`src/rtl/mem_port_arbiter.sv`:
```
// mem_port_arbiter: shares the single-port 256x8 program/data memory of the RISC SPM between
// the processor (CPU port) and the program loader/debug port (DBG port).
//
// Build option: define ARB_FAIR_EN to enable burst limiting. With it, an owner that has held the
// memory for MAX_BURST cycles while the other port was waiting is preempted. Without it, an
// owner keeps the memory until it drops its request. In both builds DBG wins from idle.
//
// Ports:
//   clk, rst                      clock (rising edge), asynchronous active-low reset
//   cpu_req_i/we_i/addr_i/wdata_i CPU request, write enable, address, write data
//   cpu_gnt_o                     CPU owns the memory this cycle (registered)
//   cpu_stall_o                   CPU is requesting but not granted; freezes the control unit
//   dbg_req_i/we_i/addr_i/wdata_i loader/debug request, same meaning as the CPU port
//   dbg_gnt_o                     DBG owns the memory this cycle (registered)
//   mem_rdata_i                   asynchronous read data from the memory
//   rdata_o                       read data broadcast to both ports
//   mem_addr_o/mem_wdata_o        owner's address/write data, 0 when idle
//   mem_we_o                      write strobe, only for a granted, requesting, writing owner
module mem_port_arbiter #(
  parameter int unsigned AW        = 8,
  parameter int unsigned DW        = 8,
  parameter int unsigned MAX_BURST = 4
) (
  input  logic          clk,
  input  logic          rst,
  input  logic          cpu_req_i,
  input  logic          cpu_we_i,
  input  logic [AW-1:0] cpu_addr_i,
  input  logic [DW-1:0] cpu_wdata_i,
  output logic          cpu_gnt_o,
  output logic          cpu_stall_o,
  input  logic          dbg_req_i,
  input  logic          dbg_we_i,
  input  logic [AW-1:0] dbg_addr_i,
  input  logic [DW-1:0] dbg_wdata_i,
  output logic          dbg_gnt_o,
  input  logic [DW-1:0] mem_rdata_i,
  output logic [DW-1:0] rdata_o,
  output logic [AW-1:0] mem_addr_o,
  output logic [DW-1:0] mem_wdata_o,
  output logic          mem_we_o
);

  typedef enum logic [1:0] {StIdle, StOwnCpu, StOwnDbg} state_e;

  state_e state_q, state_d;
  state_e other_st;
  logic   cpu_gnt_q, dbg_gnt_q;
  logic   owner_req, other_req;

`ifdef ARB_FAIR_EN
  localparam int unsigned CntW = $clog2(MAX_BURST + 1);
  localparam logic [CntW-1:0] LastCnt = CntW'(MAX_BURST - 1);

  logic [CntW-1:0] burst_cnt_q, burst_cnt_d;
`endif

  // Next-state decode
  always_comb begin
    state_d   = state_q;
    owner_req = 1'b0;
    other_req = 1'b0;
    other_st  = StIdle;
    unique case (state_q)
      StIdle: begin
        if (dbg_req_i) begin
          state_d = StOwnDbg;
        end else if (cpu_req_i) begin
          state_d = StOwnCpu;
        end
      end
      StOwnCpu: begin
        owner_req = cpu_req_i;
        other_req = dbg_req_i;
        other_st  = StOwnDbg;
      end
      StOwnDbg: begin
        owner_req = dbg_req_i;
        other_req = cpu_req_i;
        other_st  = StOwnCpu;
      end
      default: state_d = StIdle;
    endcase

    if (state_q != StIdle) begin
      // Release hands over directly to a waiting port, no idle cycle in between.
      if (!owner_req) begin
        state_d = other_req ? other_st : StIdle;
      end
`ifdef ARB_FAIR_EN
      else if (other_req && (burst_cnt_q == LastCnt)) begin
        state_d = other_st;
      end
`endif
    end
  end

`ifdef ARB_FAIR_EN
  // Counts only contended cycles, so an uncontended owner can never be preempted.
  always_comb begin
    burst_cnt_d = burst_cnt_q;
    if (state_d != state_q) begin
      burst_cnt_d = '0;
    end else if ((state_q != StIdle) && other_req) begin
      burst_cnt_d = burst_cnt_q + CntW'(1);
    end
  end
`endif

  // State and registered grants
  always_ff @(posedge clk or negedge rst) begin
    if (!rst) begin
      state_q     <= StIdle;
      cpu_gnt_q   <= 1'b0;
      dbg_gnt_q   <= 1'b0;
`ifdef ARB_FAIR_EN
      burst_cnt_q <= '0;
`endif
    end else begin
      state_q     <= state_d;
      cpu_gnt_q   <= (state_d == StOwnCpu);
      dbg_gnt_q   <= (state_d == StOwnDbg);
`ifdef ARB_FAIR_EN
      burst_cnt_q <= burst_cnt_d;
`endif
    end
  end

  // Memory-side mux follows the owner, not the request, so the address is stable while owned.
  always_comb begin
    mem_addr_o  = '0;
    mem_wdata_o = '0;
    mem_we_o    = 1'b0;
    unique case (state_q)
      StOwnCpu: begin
        mem_addr_o  = cpu_addr_i;
        mem_wdata_o = cpu_wdata_i;
        mem_we_o    = cpu_req_i & cpu_we_i & cpu_gnt_q;
      end
      StOwnDbg: begin
        mem_addr_o  = dbg_addr_i;
        mem_wdata_o = dbg_wdata_i;
        mem_we_o    = dbg_req_i & dbg_we_i & dbg_gnt_q;
      end
      default: ;
    endcase
  end

  assign cpu_gnt_o   = cpu_gnt_q;
  assign dbg_gnt_o   = dbg_gnt_q;
  assign cpu_stall_o = cpu_req_i & ~cpu_gnt_q;
  assign rdata_o     = mem_rdata_i;

endmodule

```
`config.mk`:
```
export PLATFORM = sky130hd
export DESIGN_NAME = mem_port_arbiter
export DESIGN_NICKNAME = d
export VERILOG_FILES = /design/src/rtl/mem_port_arbiter.sv
export SDC_FILE = /design/constraint.sdc
export NUM_CORES = 1
export LEC_CHECK = 0
export CAP_MARGIN = 20
export CORE_AREA = 2 2 47 60
export DETAILED_ROUTE_END_ITERATION = 12
export DIE_AREA = 0 0 49 62
export PLACE_DENSITY = 0.84
export SLEW_MARGIN = 20
export SYNTH_ARGS = -nofsm -noshare
export SYNTH_HDL_FRONTEND = slang
export SYNTH_SLANG_ARGS = --single-unit
```
`constraint.sdc`:
```
create_clock -name clk -period 1.8 [get_ports clk]
set_input_delay 0.18 -clock clk [delete_from_list [all_inputs] [get_ports clk]]
set_output_delay 0.18 -clock clk [all_outputs]
set_load 0.005 [all_outputs]
```
### After elaboration in Yosys (flattened, before gate mapping)

Cells that the tools add are included.

* word-level logic and storage cells: 28
* flip-flop bits (word level): 4
* bits of input ports: 46

* equal/unequal tests: 4
* bitwise gates (word level): 6
* multiplexer cells: 12
* reductions and logical operators: 3

Operators by type and width (number)
* case mux 8 bit (2 select lines): 2
* two-way mux 2 bit: 5
* case mux 2 bit (2 select lines): 2
* case mux 1 bit (2 select lines): 3
* AND 1 bit: 5
* == test 2 x 1 -> 1 bit (second input constant): 2
* == test 2 bit (second input constant): 2
* zero test 2 bit: 1
* nonzero test 2 bit: 1
* OR reduction 2 bit: 1
* inverter 1 bit: 1

### Logic depth before layout (Yosys ltp)

* depth after elaboration: 6
* depth in mapped cells: 7

### Worst setup path before layout

No wires, ideal clock.

* kind: register to register
* start point: register state_q[0]
* end point: register dbg_gnt_q, in the netlist dbg_gnt_o
* setup time: 0.130 ns
* setup slack: 0.241 ns
* arrival: 1.429 ns
* buffers on the path: 1
* stages on the path, launching flop included: 8
* path through: dfrtp_1 inv_1 ha_1 buf_6 a22oi_2 nand2b_1 a32o_1 nor2b_1

* word-level cells in the longest chain between the ends: 6
* elaborated cells on any way between the ends: 15
* classes of those cells: eq/ne: 3; mux: 9; reduce/logical: 3

Ends and longest elaborated chain
* start, declared: line 46 `state_e state_q, state_d;`
* start signal, assigned: line 113 `state_q <= StIdle;`
* start signal, assigned: line 120 `state_q <= state_d;`
* == test 2 bit / == test 2 x 1 -> 1 bit (equally long branches): line 64 `unique case (state_q)`
* case mux 2 bit (2 select lines) (tied with other cells): line 64
* two-way mux 2 bit / case mux 2 bit (2 select lines) (equally long branches): line 88, 64
* two-way mux 2 bit: line 87 `if (!owner_req) begin`
* two-way mux 2 bit (*): line 85 `if (state_q != StIdle) begin`
* net state_d[1]: line 46
* == test 2 bit (*): line 122 `dbg_gnt_q <= (state_d == StOwnDbg);`
* end signal, assigned: line 122
* end, declared: line 48 `logic cpu_gnt_q, dbg_gnt_q;`

The timed path passes the listed nets; every way through them passes the cells marked *.

### Worst setup path after layout

* start point: register state_q[1]
* end point: output port mem_wdata_o[0]

* word-level cells in the longest chain between the ends: 2
* elaborated cells on any way between the ends: 3
* classes of those cells: eq/ne: 2; mux: 1

Ends and longest elaborated chain
* == test 2 bit / == test 2 x 1 -> 1 bit (equally long branches): line 134 `unique case (state_q)`
* case mux 8 bit (2 select lines) (*): line 134
* end, declared: line 40 `output logic [DW-1:0] mem_wdata_o,`

Every way passes the cells marked *; elsewhere a longest branch is shown, timed or not.

==> flow_summary.json <==
{
  "postCtsHoldBufs": 0,
  "final.period_utilization_pct": 96.11,
  "grt-ovfl-total": 0,
  "final_nets": 189,
  "holdWs_ps": 149.7,
  "grt_setup_unrepaired": "no",
  "min_period_ps": 1730,
  "cap_violations": 0,
  "numPortBuffers": 57,
  "worstSetupStartpointType": "flip-flop",
  "drt-pass1-iter-count": 4,
  "comb_power_share_pct": 82.9,
  "ir_drop_uv": 616.5,
  "avgSynthCellArea_um2": 8.446,
  "antenna_found_initial": 0,
  "ys_ff_latch": 4,
  "max_freq_mhz": 578.0,
  "start_util_pct": 25.18,
  "drt-total-wl_um": 2610,
  "wl_per_cell_um": 15.26,
  "vias_per_cell": 5.082,
  "area_growth_pct": 120.5,
  "clock_sinks": 4,
  "setup_violations": 0,
  "cts_tree": "yes",
  "synth_compound_area_share_pct": 30.02,
  "synthAdderAreaFrac_pct": 7.797,
  "die_h_um": 62,
  "final-hold-violation-count": 0,
  "worst_skew_pair.late_latency_ps": 230,
  "clkTransAtPathRegs_ps": 40,
  "clock_path_buffers": 2,
  "tightest_slew_ps": 320.7,
  "fillCellCount": 219,
  "synth_xor_area_share_pct": 0,
  "muxShareOfSynthArea_pct": 0,
  "vias": 869,
  "core_um2": 2549,
  "power_mw": 1.467,
  "dieArea_um2": 3038,
  "grtUsageTotal_pct": 14.20,
  "cp.arrival_ps": 1550,
  "ioPinCount": 74,
  "cts_made_buffers": 3,
  "syn_inst": 76,
  "stdcell_area_um2": 1415,
  "cp_data_required_time_ps": 1620,
  "drc": 0,
  "drive_gt1_share_pct": 21.90,
  "p_int_mw": 0.9128,
  "p_per_area_nw_per_um2": 1037,
  "setup_tns_ps": 0,
  "gp_congestion": 0.7112,
  "synth_top_family_by_area": "simple AND/OR/NAND/NOR gates",
  "place_inst": 166,
  "grt_pass1_wl_um": 3353,
  "ys_warn_count": 0,
  "rows": 21,
  "outcome": "finished clean",
  "place_ws_ps": -77.22,
  "relSlewSlack_pct": 78.58,
  "p_switching_mw": 0.5546,
  "end_kind": "output port",
  "slew_violations": 0,
  "final_cells": 171,
  "drtIter0Drc": 12,
  "seqPwrFrac_pct": 9.7,
  "ys_types": 23,
  "diodes": 0,
  "hold_class": "in2async",
  "htreeDepth": 1,
  "worst-path-max-fanout": 10,
  "die_w_um": 49,
  "clkPwrFrac_pct": 7.4,
  "ant_nets": 0,
  "setup_ws_ps": 69.94,
  "dpl_cell_area_um2": 1267,
  "synth.net_count": 126,
  "first_global_vias": 759,
  "grt_max_degree": 21,
  "setup.worst_path.class": "reg2out",
  "syn_area_um2": 641.9,
  "fin_skew_ps": 0.7312,
  "yosys.area_share.simple_pct": 30.21,
  "p_leak_nw": 0.7526,
  "seq_area_frac_synth_pct": 15.59,
  "dp_hpwl_um": 1940,
  "cts-root-buf": "clkbuf_4",
  "post-route-util_pct": 55.52,
  "swShare_pct": 37.80
}
## critical path: stages (launching register included)
cell             delay [ps]
dfrtp_1                 380
buf_4                   150
ha_4                    170
clkbuf_16               160
a22oi_2                 180
nor2b_1                  70
clkdlybuf4s15_1         200
## path summary, 6_finish.rpt
path	to	start	slack [ps]	cells after the start
min reg2reg	state_q[0]	state_q[1]	810	3
min	state_q[1]	rst	150	1
min in group clk	rdata_o[5]	mem_rdata_i[5]	360	0
max reg2reg	dbg_gnt_o	state_q[1]	130	7
max	mem_wdata_o[0]	state_q[1]	70	6
max in group asynchronous	state_q[0]	rst	1490	1
## kinds of logic (layout without fill, tap and decap cells)
logic type | Yosys count | after routing
adder cells (fa/ha/maj) | 4 | 4
flip-flops | 4 | 4
AND/OR/NAND/NOR | 29 | 29
AO/OA/AOI/OAI | 23 | 23
buffers and inverters | 16 | 77
## per-layer routing
| layer | track usage (%) | vias to the layer above | share of wire (%) |
|---|---|---|---|
| met5 | 0 | - | 0 |
| met4 | 6.531 | 0 | 0.61 |
| met3 | 4.785 | 2 | 10 |
| met2 | 27.20 | 58 | 51 |
| met1 | 14.24 | 415 | 38 |
| li1 | - | 394 | - |
## timing repair
action,4_1_cts,5_1_grt
gates cloned,0,1
setup buffers,0,1
gates resized for setup,11,21
pin swaps,0,1
setup endpoints to repair,17,17
## registers in the layout, summed over array words and instances, names as in the netlist
register   flops
state_q        2
dbg_gnt_o      1
cpu_gnt_o      1
## layout by cell type (no fill, tap or decap), drive strengths merged, types with 2 or more instances in the layout
cell type / n
clkdlybuf4s50: 40
nor2b: 20
a22oi: 17
dlymetal6s2s: 14
buf: 14
dfrtp: 4
ha: 4
clkbuf: 4
clkdlybuf4s15: 3
inv: 2
and4bb: 2
nand4: 2
## layout make-up
cell class                 count  area (um2)  area share [%]
inverter                       2       7.507          0.5305
clock buffer                   3       22.52           1.592
timing repair buffer          72       748.2           52.87
sequential                     4       100.1           7.073
tap                           34       42.54           3.006
multi-input combinational     56       494.2           34.92
## power by group through the flow
stage	Sequential (mW)	Clock (mW)	Combinational [mW]
detailed placement	0.144	0	1.07
CTS	0.145	0.116	1.12
global placement	0.141	0	1.05
global route	0.147	0.118	1.30
floorplan	0.150	0	0.559
finish	0.142	0.108	1.22
## cells in the mapped netlist, drive strengths merged
| cell | n | area share (%) |
|---|---|---|
| nor2b | 20 | 19 |
| o31ai | 1 | 1.2 |
| nand2 | 1 | 0.58 |
| a21boi | 1 | 1.2 |
| nand3b | 1 | 1.2 |
| nor4bb | 1 | 1.6 |
| nor2 | 1 | 0.58 |
| dfrtp | 4 | 16 |
| o311ai | 1 | 2.5 |
| a22oi | 17 | 21 |
| nand2b | 1 | 0.98 |
| buf | 13 | 15 |
| a31oi | 1 | 0.98 |
| o211ai | 1 | 1.9 |
| a32o | 1 | 1.6 |
| inv | 2 | 1.2 |
| nand4 | 2 | 1.9 |
| and4bb | 2 | 3.9 |
| ha | 4 | 7.8 |
| clkbuf | 1 | 0.58 |
Power figures use the tool's default switching activity.
